`src/rtl/window_buffer_7x7_ctrl.sv`:
```
// window_buffer_7x7_ctrl
// Control for the 7x7 window-buffer datapath. It accepts one 7-pixel column per beat from the
// line buffer and gates the datapath column counter. It tracks the column and row of every formed
// window, and it raises valid_o two cycles after the column that completes a window. The datapath
// shift registers have no enable, so a row must arrive without gaps. A gap discards the row and
// upstream resends it.
//
// Handshake: a column transfers in any cycle where in_valid_i and in_ready_o are both high
// (count_en_o). in_ready_o depends only on state, never on in_valid_i. Once a row has started,
// in_valid_i must stay high until the last column of that row. A low cycle aborts the row with err_o.

module window_buffer_7x7_ctrl #(
    parameter int COLS = 9,
    parameter int ROWS = 9
) (
    input  logic       clk,
    input  logic       rst,
    input  logic       start_i,
    input  logic       in_valid_i,
    output logic       in_ready_o,
    output logic       count_en_o,
    output logic       valid_o,
    output logic [9:0] win_col_o,
    output logic [9:0] win_row_o,
    output logic       last_o,
    output logic       err_o,
    output logic       busy_o,
    output logic       done_o,
    output logic [2:0] state_dbg_o
);

    // Column index of the last column in a row, and row index of the last window row.
    localparam logic [9:0] LAST_COL      = 10'(COLS - 1);
    localparam logic [9:0] LAST_ROW      = 10'(ROWS - 7);
    // The first complete window appears when column index 6 is accepted.
    localparam logic [9:0] FIRST_WIN_COL = 10'd6;

    typedef enum logic [2:0] {
        S_IDLE     = 3'd0,
        S_WAIT_ROW = 3'd1,
        S_ROW      = 3'd2,
        S_DRAIN    = 3'd3,
        S_DONE     = 3'd4
    } state_t;

    state_t     state_q, state_d;
    logic [9:0] col_cnt_q, col_cnt_d;
    logic [9:0] row_cnt_q, row_cnt_d;
    logic       drain_q, drain_d;

    // Two-stage window pipeline matching the datapath column-to-window latency.
    logic       p1_valid_q, p1_valid_d;
    logic [9:0] p1_col_q, p1_col_d;
    logic [9:0] p1_row_q, p1_row_d;
    logic       p1_last_q, p1_last_d;
    logic       p2_valid_q, p2_valid_d;
    logic [9:0] p2_col_q, p2_col_d;
    logic [9:0] p2_row_q, p2_row_d;
    logic       p2_last_q, p2_last_d;

    logic       ready;
    logic       accept;
    logic       row_end;

    // A transfer happens only while a row is open or about to open.
    assign accept     = in_valid_i & ready;
    // The column being accepted is the final one of the row.
    assign row_end    = (state_q == S_ROW) && (col_cnt_q == LAST_COL);

    // Next-state, counter and control-output logic for the frame FSM.
    always_comb begin
        state_d   = state_q;
        col_cnt_d = col_cnt_q;
        row_cnt_d = row_cnt_q;
        drain_d   = drain_q;
        ready     = 1'b0;
        err_o     = 1'b0;
        done_o    = 1'b0;
        unique case (state_q)
            S_IDLE: begin
                if (start_i) begin
                    state_d   = S_WAIT_ROW;
                    row_cnt_d = 10'd0;
                    col_cnt_d = 10'd0;
                end
            end
            S_WAIT_ROW: begin
                // Idle cycles between rows are allowed here.
                ready = 1'b1;
                if (in_valid_i) begin
                    col_cnt_d = 10'd1;
                    state_d   = S_ROW;
                end
            end
            S_ROW: begin
                ready = 1'b1;
                if (in_valid_i) begin
                    if (col_cnt_q == LAST_COL) begin
                        col_cnt_d = 10'd0;
                        if (row_cnt_q == LAST_ROW) begin
                            state_d = S_DRAIN;
                            drain_d = 1'b0;
                        end else begin
                            row_cnt_d = row_cnt_q + 10'd1;
                            state_d   = S_WAIT_ROW;
                        end
                    end else begin
                        col_cnt_d = col_cnt_q + 10'd1;
                    end
                end else begin
                    // A gap breaks the contiguous shift. The row is dropped and will be resent.
                    err_o     = 1'b1;
                    col_cnt_d = 10'd0;
                    state_d   = S_WAIT_ROW;
                end
            end
            S_DRAIN: begin
                // Two cycles let the final window leave the pipeline.
                if (drain_q) begin
                    state_d = S_DONE;
                end else begin
                    drain_d = 1'b1;
                end
            end
            S_DONE: begin
                done_o  = 1'b1;
                state_d = S_IDLE;
            end
            default: begin
                state_d = S_IDLE;
            end
        endcase
    end

    // Launch a window tag for each accepted column from index 6 onward, then advance the pipeline.
    always_comb begin
        p1_valid_d = 1'b0;
        p1_col_d   = 10'd0;
        p1_row_d   = 10'd0;
        p1_last_d  = 1'b0;
        if (accept && (col_cnt_q >= FIRST_WIN_COL)) begin
            p1_valid_d = 1'b1;
            p1_col_d   = col_cnt_q - FIRST_WIN_COL;
            p1_row_d   = row_cnt_q;
            p1_last_d  = row_end && (row_cnt_q == LAST_ROW);
        end
        p2_valid_d = p1_valid_q;
        p2_col_d   = p1_col_q;
        p2_row_d   = p1_row_q;
        p2_last_d  = p1_last_q;
    end

    // State, counters and pipeline registers. Reset overrides every state.
    always_ff @(posedge clk) begin
        if (rst) begin
            state_q    <= S_IDLE;
            col_cnt_q  <= 10'd0;
            row_cnt_q  <= 10'd0;
            drain_q    <= 1'b0;
            p1_valid_q <= 1'b0;
            p1_col_q   <= 10'd0;
            p1_row_q   <= 10'd0;
            p1_last_q  <= 1'b0;
            p2_valid_q <= 1'b0;
            p2_col_q   <= 10'd0;
            p2_row_q   <= 10'd0;
            p2_last_q  <= 1'b0;
        end else begin
            state_q    <= state_d;
            col_cnt_q  <= col_cnt_d;
            row_cnt_q  <= row_cnt_d;
            drain_q    <= drain_d;
            p1_valid_q <= p1_valid_d;
            p1_col_q   <= p1_col_d;
            p1_row_q   <= p1_row_d;
            p1_last_q  <= p1_last_d;
            p2_valid_q <= p2_valid_d;
            p2_col_q   <= p2_col_d;
            p2_row_q   <= p2_row_d;
            p2_last_q  <= p2_last_d;
        end
    end

    // Output mapping. Window tags come straight from the second pipeline stage.
    always_comb begin
        in_ready_o  = ready;
        count_en_o  = accept;
        valid_o     = p2_valid_q;
        win_col_o   = p2_col_q;
        win_row_o   = p2_row_q;
        last_o      = p2_valid_q & p2_last_q;
        busy_o      = (state_q != S_IDLE);
        state_dbg_o = state_q;
    end

endmodule
```
`config.mk`:
```
export PLATFORM = sky130hd
export DESIGN_NAME = window_buffer_7x7_ctrl
export DESIGN_NICKNAME = d
export VERILOG_FILES = /design/src/rtl/window_buffer_7x7_ctrl.sv
export SDC_FILE = /design/constraint.sdc
export NUM_CORES = 1
export LEC_CHECK = 0
export ABC_AREA = 1
export BUFFER_PORTS_ARGS = -buffer_cell sky130_fd_sc_hd__buf_2
export CELL_PAD_IN_SITES_DETAIL_PLACEMENT = 1
export CELL_PAD_IN_SITES_GLOBAL_PLACEMENT = 2
export CORE_MARGIN = 3
export CORE_UTILIZATION = 35
export CTS_BUF_LIST = sky130_fd_sc_hd__clkbuf_2
export DETAILED_ROUTE_END_ITERATION = 12
export HOLD_SLACK_MARGIN = 0.08
export PLACE_DENSITY_LB_ADDON = 0.1
export SYNTH_ARGS = -nofsm -noshare
export SYNTH_HDL_FRONTEND = slang
export SYNTH_SLANG_ARGS = --single-unit
export TNS_END_PERCENT = 50
```
`constraint.sdc`:
```
create_clock -name clk -period 4.6 [get_ports clk]
set_input_delay 0.23 -clock clk [delete_from_list [all_inputs] [get_ports clk]]
set_output_delay 0.23 -clock clk [all_outputs]
set_load 0.01 [all_outputs]
```
; ---- Yosys cells after proc, flatten, opt, wreduce, memory -nomap -nowiden
; Cells that the tools add are included.
[totals]
ff_bits = 68
output_inout_bits = 30
[op_classes]
n_addsub = 3
n_lt_le_gt_ge = 1
eq_ne = 14
n_mux = 25
bitwise = 3
reduce_logical = 14
[op_table]
columns = operator, n
row1 = $mux W10, 7
row2 = $pmux W10 S3, 1
row3 = $add A10 B1 Y10 const B, 2
row4 = $pmux W10 S2, 1
row5 = $mux W3, 5
row6 = $pmux W3 S4, 1
row7 = $eq A10 B2 Y1 const B, 1
row8 = $eq A10 B4 Y1 const B, 1
row9 = $ge A10 B3 Y1 const B, 1
row10 = $ne A2 B2 Y1 const B, 5
row11 = $sub A10 B3 Y10 const B, 1
row12 = $mux W1, 8
row13 = $reduce_and A4 Y1, 2
row14 = $eq A3 B2 Y1 const B, 2
row15 = $reduce_bool A3 Y1, 2
row16 = $reduce_and A5 Y1, 1
row17 = $ne A2 B1 Y1 const B, 2
row18 = $reduce_bool A2 Y1, 2
row19 = $reduce_or A2 Y1, 2
row20 = $eq A3 B1 Y1 const B, 1
row21 = $eq A3 B3 Y1 const B, 1
row22 = $logic_and A1 B1 Y1, 3
row23 = $logic_not A3 Y1, 1
row24 = $ne A3 B2 Y1 const B, 1
row25 = other kinds (5), 6

; ---- Depth between registers and ports, before layout
[logic_depth]
ltp_word = 7
depth_mapped = 10
depth_no_buf = 10

; ---- Worst setup path before layout
; OpenSTA, ideal clock, no wires.
[synth_timing]
kind = reg-to-reg
start = register state_q[0], in the netlist state_dbg_o[0]
end = register p1_col_q[6]
arrival_ns = 1.397
path_slack_ns = 3.137
path_stages_with_launch = 7
n_path_buf = 1
period_less_slack_ns = 1.463
cell_sequence = dfxtp_1 nand3_1 a21oi_2 nand2_1 or2_4 buf_6 a21oi_2
[synth_via]
elab_chain_len = 7
[synth_rtl]
columns = item, line_no
row1 = "start, declared", 46  ; state_t state_q, state_d;
row2 = "start signal, assigned", 169  ; state_q <= state_d;
row3 = $eq A3 B2 Y1 or $eq A3 B1 Y1 (tied branches), 79  ; unique case (state_q)
row4 = $reduce_or A2 Y1 (no line) *, --
row5 = $mux W1 *, 79
row6 = $and A1 B1 Y1 *, 66  ; assign accept = in_valid_i & ready;
row7 = named net count_en_o, 21  ; output logic count_en_o,
row8 = $logic_and A1 B1 Y1 *, 141  ; if (accept && (col_cnt_q >= FIRST_WIN_COL)) begin
row9 = $not A1 Y1 (no line) *, --
row10 = $reduce_or A2 Y1 (no line) *, --
row11 = "end signal, assigned", 174  ; p1_col_q <= p1_col_d;
row12 = "end, declared", 53  ; logic [9:0] p1_col_q, p1_col_d;
; Mark *: on every way through the listed nets, which the timed path passes. The rest lies on a longest branch.
; A chain may end at the register's enable or synchronous reset.

; ---- Final worst setup path
[layout_timing]
start = register state_q[0], in the netlist state_dbg_o[0]
end = output err_o
[layout_via]
elab_chain_len = 2
[layout_rtl]
columns = item, line_no
row1 = $eq A3 B2 Y1, 79
row2 = $mux W1, 79
row3 = "end, declared", 26  ; output logic err_o,
; No other way between the ends.

==> flow_metrics.env <==
export IMPL_die_h_um=95.5
export IMPL_clock_path_buffers=2
export IMPL_status="finished clean"
export IMPL_cts_num_sinks=68
export IMPL_finalCritPeriodShare_pct=44.4
export IMPL_tightestPinTransition_ns=0.698
export IMPL_coreArea_um2=7770
export IMPL_final_core_utilization_pct=41.8
export IMPL_postCtsSetupBuffers=0
export IMPL_dp_cells=513
export IMPL_slew_viol_final=0
export IMPL_whs_ns=0.190
export IMPL_fillers=1014
export IMPL_tns_ns=0
export IMPL_min_path_cells=5
export IMPL_synthDistinctLibCells=27
export IMPL_setup_viol=0
export IMPL_drt_wl_total_mm=6.45
export IMPL_arrival_ns=1.81
export IMPL_r2r_start="row_cnt_q[0]$_SDFFE_PP0P_"
export IMPL_drt_pass1_iter_count=3
export IMPL_gp_congestion=0.773
export IMPL_dieArea_um2=9120
export IMPL_cts_tree="built"
export IMPL_cp_cell_sequence="nor2_4, nand2_4, inv_1, nand2_1, inv_1, buf_2"
export IMPL_place_ws_ns=2.69
export IMPL_slew_headroom_pct=53.4
export IMPL_avgSynthCellArea_um2=7.28
export IMPL_ff_latch_area_um2=1360
export IMPL_syn_inst=385
export IMPL_insertion_delay_ns=0.48
export IMPL_ys_ff_latch=68
export IMPL_via_per_inst=4.52
export IMPL_detail_route_antenna_nets=0
export IMPL_finalInstanceArea_um2=3250
export IMPL_drt_iter0_markers=73
export IMPL_slowest_delay_ns=0.42
export IMPL_start_util_pct=36.1
export IMPL_netlist_area_um2=2800
export IMPL_layout_drive_gt1_share_pct=13.1
export IMPL_multi_input_area_um2=1160
export IMPL_ys_warn_count=0
export IMPL_drc=0
export IMPL_worstRegToRegCells=9
export IMPL_nets=433
export IMPL_ctsResizeCount=0
export IMPL_vias=2392
export IMPL_crit_top_cell="inv_1"
export IMPL_dpl_hpwl_mm=4.80
export IMPL_crit_type="flop to primary output"
export IMPL_min_path_type="primary input to flop"
export IMPL_numPortBuffers=33
export IMPL_r2r_slack_ns=2.69
export IMPL_holdBufCountCts=1
export IMPL_cp_required_ns=4.37
export IMPL_ir_drop_uv=180
export IMPL_overflow=0
export IMPL_grt_pass1_wl_mm=11.0
export IMPL_ios=34
export IMPL_htreeDepth=3
export IMPL_diodes=0
export IMPL_dieWidth_um=95.5
export IMPL_finalHoldViolations=0
export IMPL_grt_usage_pct=15.7
export IMPL_fin_cells=529
export IMPL_grt_max_degree=38
export IMPL_reg2reg_to="row_cnt_q[4]$_SDFFE_PP0P_"
export IMPL_root_buffer="clkbuf_2"
export IMPL_grt_pass1_vias=2307
export IMPL_finalCriticalPeriod_ns=2.04
export IMPL_power_density_nw_per_um2=401
export IMPL_syn_nets=395
export IMPL_path_clk_slew_ns=0.20
export IMPL_hp_start="start_i"
export IMPL_layout_common_cells="80 x nand2_1, 80 x nor2_1, 68 x dfxtp_1"
export IMPL_rows=32
export IMPL_rsz0062_at_grt="no"
export IMPL_placed_cell_area_um2=3050
export IMPL_cts_buffers=9
export IMPL_path_max_fanout=14
export IMPL_finalClockSkew_ns=0.0258
export IMPL_leakage_nw=1.48
export IMPL_clock_fmax_mhz=489
export IMPL_p_total_mw=1.30
export IMPL_critPathLaunchType="flop"
export IMPL_grt_antenna_before_repair=0
export IMPL_endpoint_kind="primary output"
export IMPL_holdPathEnd="col_cnt_q[0]$_SDFFE_PP0P_"
export IMPL_crit_slowest_cell="dfxtp_1"
export IMPL_area_growth_pct=15.8
export IMPL_max_cap_violations=0
export IMPL_ys_seq_area_share_pct=48.6
export IMPL_setup_ws_ns=2.56
export IMPL_routedWlPerCell_um=12.2
## state kept, by name (all words and copies together), names as in the netlist, 3 cells and up
name         cells
p1_col_q        10
state_dbg_o      3
win_row_o       10
row_cnt_q       10
win_col_o       10
p1_row_q        10
col_cnt_q       10
## report_power, final
| group | internal (mW) | switching, mW |
|---|---|---|
| clock network | 0.288 | 0.214 |
| logic | 0.0490 | 0.130 |
| registers | 0.602 | 0.0181 |
## cells in the mapped netlist
library cell	number	share of area [%]
nand2_1	80	11
nor2_1	80	11
dfxtp_1	68	49
inv_1	62	8.3
a21oi_1	18	3.2
nand3_1	18	3.2
o21ai_0	11	2.0
xor2_1	9	2.8
ha_1	6	2.7
nor3_1	6	1.1
nand4_1	5	1.1
buf_1	3	0.40
nor3b_1	3	0.80
a21oi_2	2	0.63
buf_6	2	0.80
buf_2	1	0.18
clkbuf_1	1	0.13
inv_2	1	0.13
nand2_2	1	0.22
nand2_4	1	0.40
nand3b_1	1	0.27
nor2_2	1	0.22
nor2_4	1	0.40
o211ai_1	1	0.27
o21ai_1	1	0.18
o21bai_1	1	0.27
or2_4	1	0.31
## critical path, delay by kind of cell, from the launching register on
family | cells | cell delay [ns]
flops | 1 | 0.42
buf+inv | 3 | 0.43
simple gates | 3 | 0.49
## per-layer routing
layer / routed length, um / global-route usage [%]
met5: 0 / 0
met4: 79 / 5.33
met1: 3390 / 21.6
met3: 254 / 3.95
met2: 2730 / 23.8
## layout make-up
cell class,instances,area share (%)
clock buffers,9,1.39
well taps,102,3.93
inverters,63,7.29
repair buffers,34,5.40
clock inverters,6,4.24
multi-input cells,247,35.8
flip-flops and latches,68,41.9
## cell families (layout without fill, tap and decap cells)
group	count (synthesis)	count (layout)	share of synthesized area, %
xor+xnor	9	9	2.81
flops	68	68	48.6
fa+ha+maj	6	6	2.68
buf+inv	70	112	9.95
compound gates	34	34	6.52
simple gates	198	198	29.5
## worst max path at each step
| stage | start | endpoint | slack [ns] | depth (start not counted) |
|---|---|---|---|---|
| after floorplan | state_dbg_o[0]$_SDFFE_PP0P_ | p1_col_q[6]$_SDFF_PP0_ | 3.14 | 6 |
| after global placement | row_cnt_q[0]$_SDFFE_PP0P_ | row_cnt_q[5]$_SDFFE_PP0P_ | 2.69 | 9 |
| after detailed placement | row_cnt_q[0]$_SDFFE_PP0P_ | row_cnt_q[4]$_SDFFE_PP0P_ | 2.69 | 9 |
| after CTS | state_dbg_o[0]$_SDFFE_PP0P_ | err_o | 2.47 | 6 |
| after global routing | state_dbg_o[0]$_SDFFE_PP0P_ | err_o | 2.36 | 6 |
| final | state_dbg_o[0]$_SDFFE_PP0P_ | err_o | 2.56 | 6 |
No activity file was read; power rests on OpenSTA's default activity.
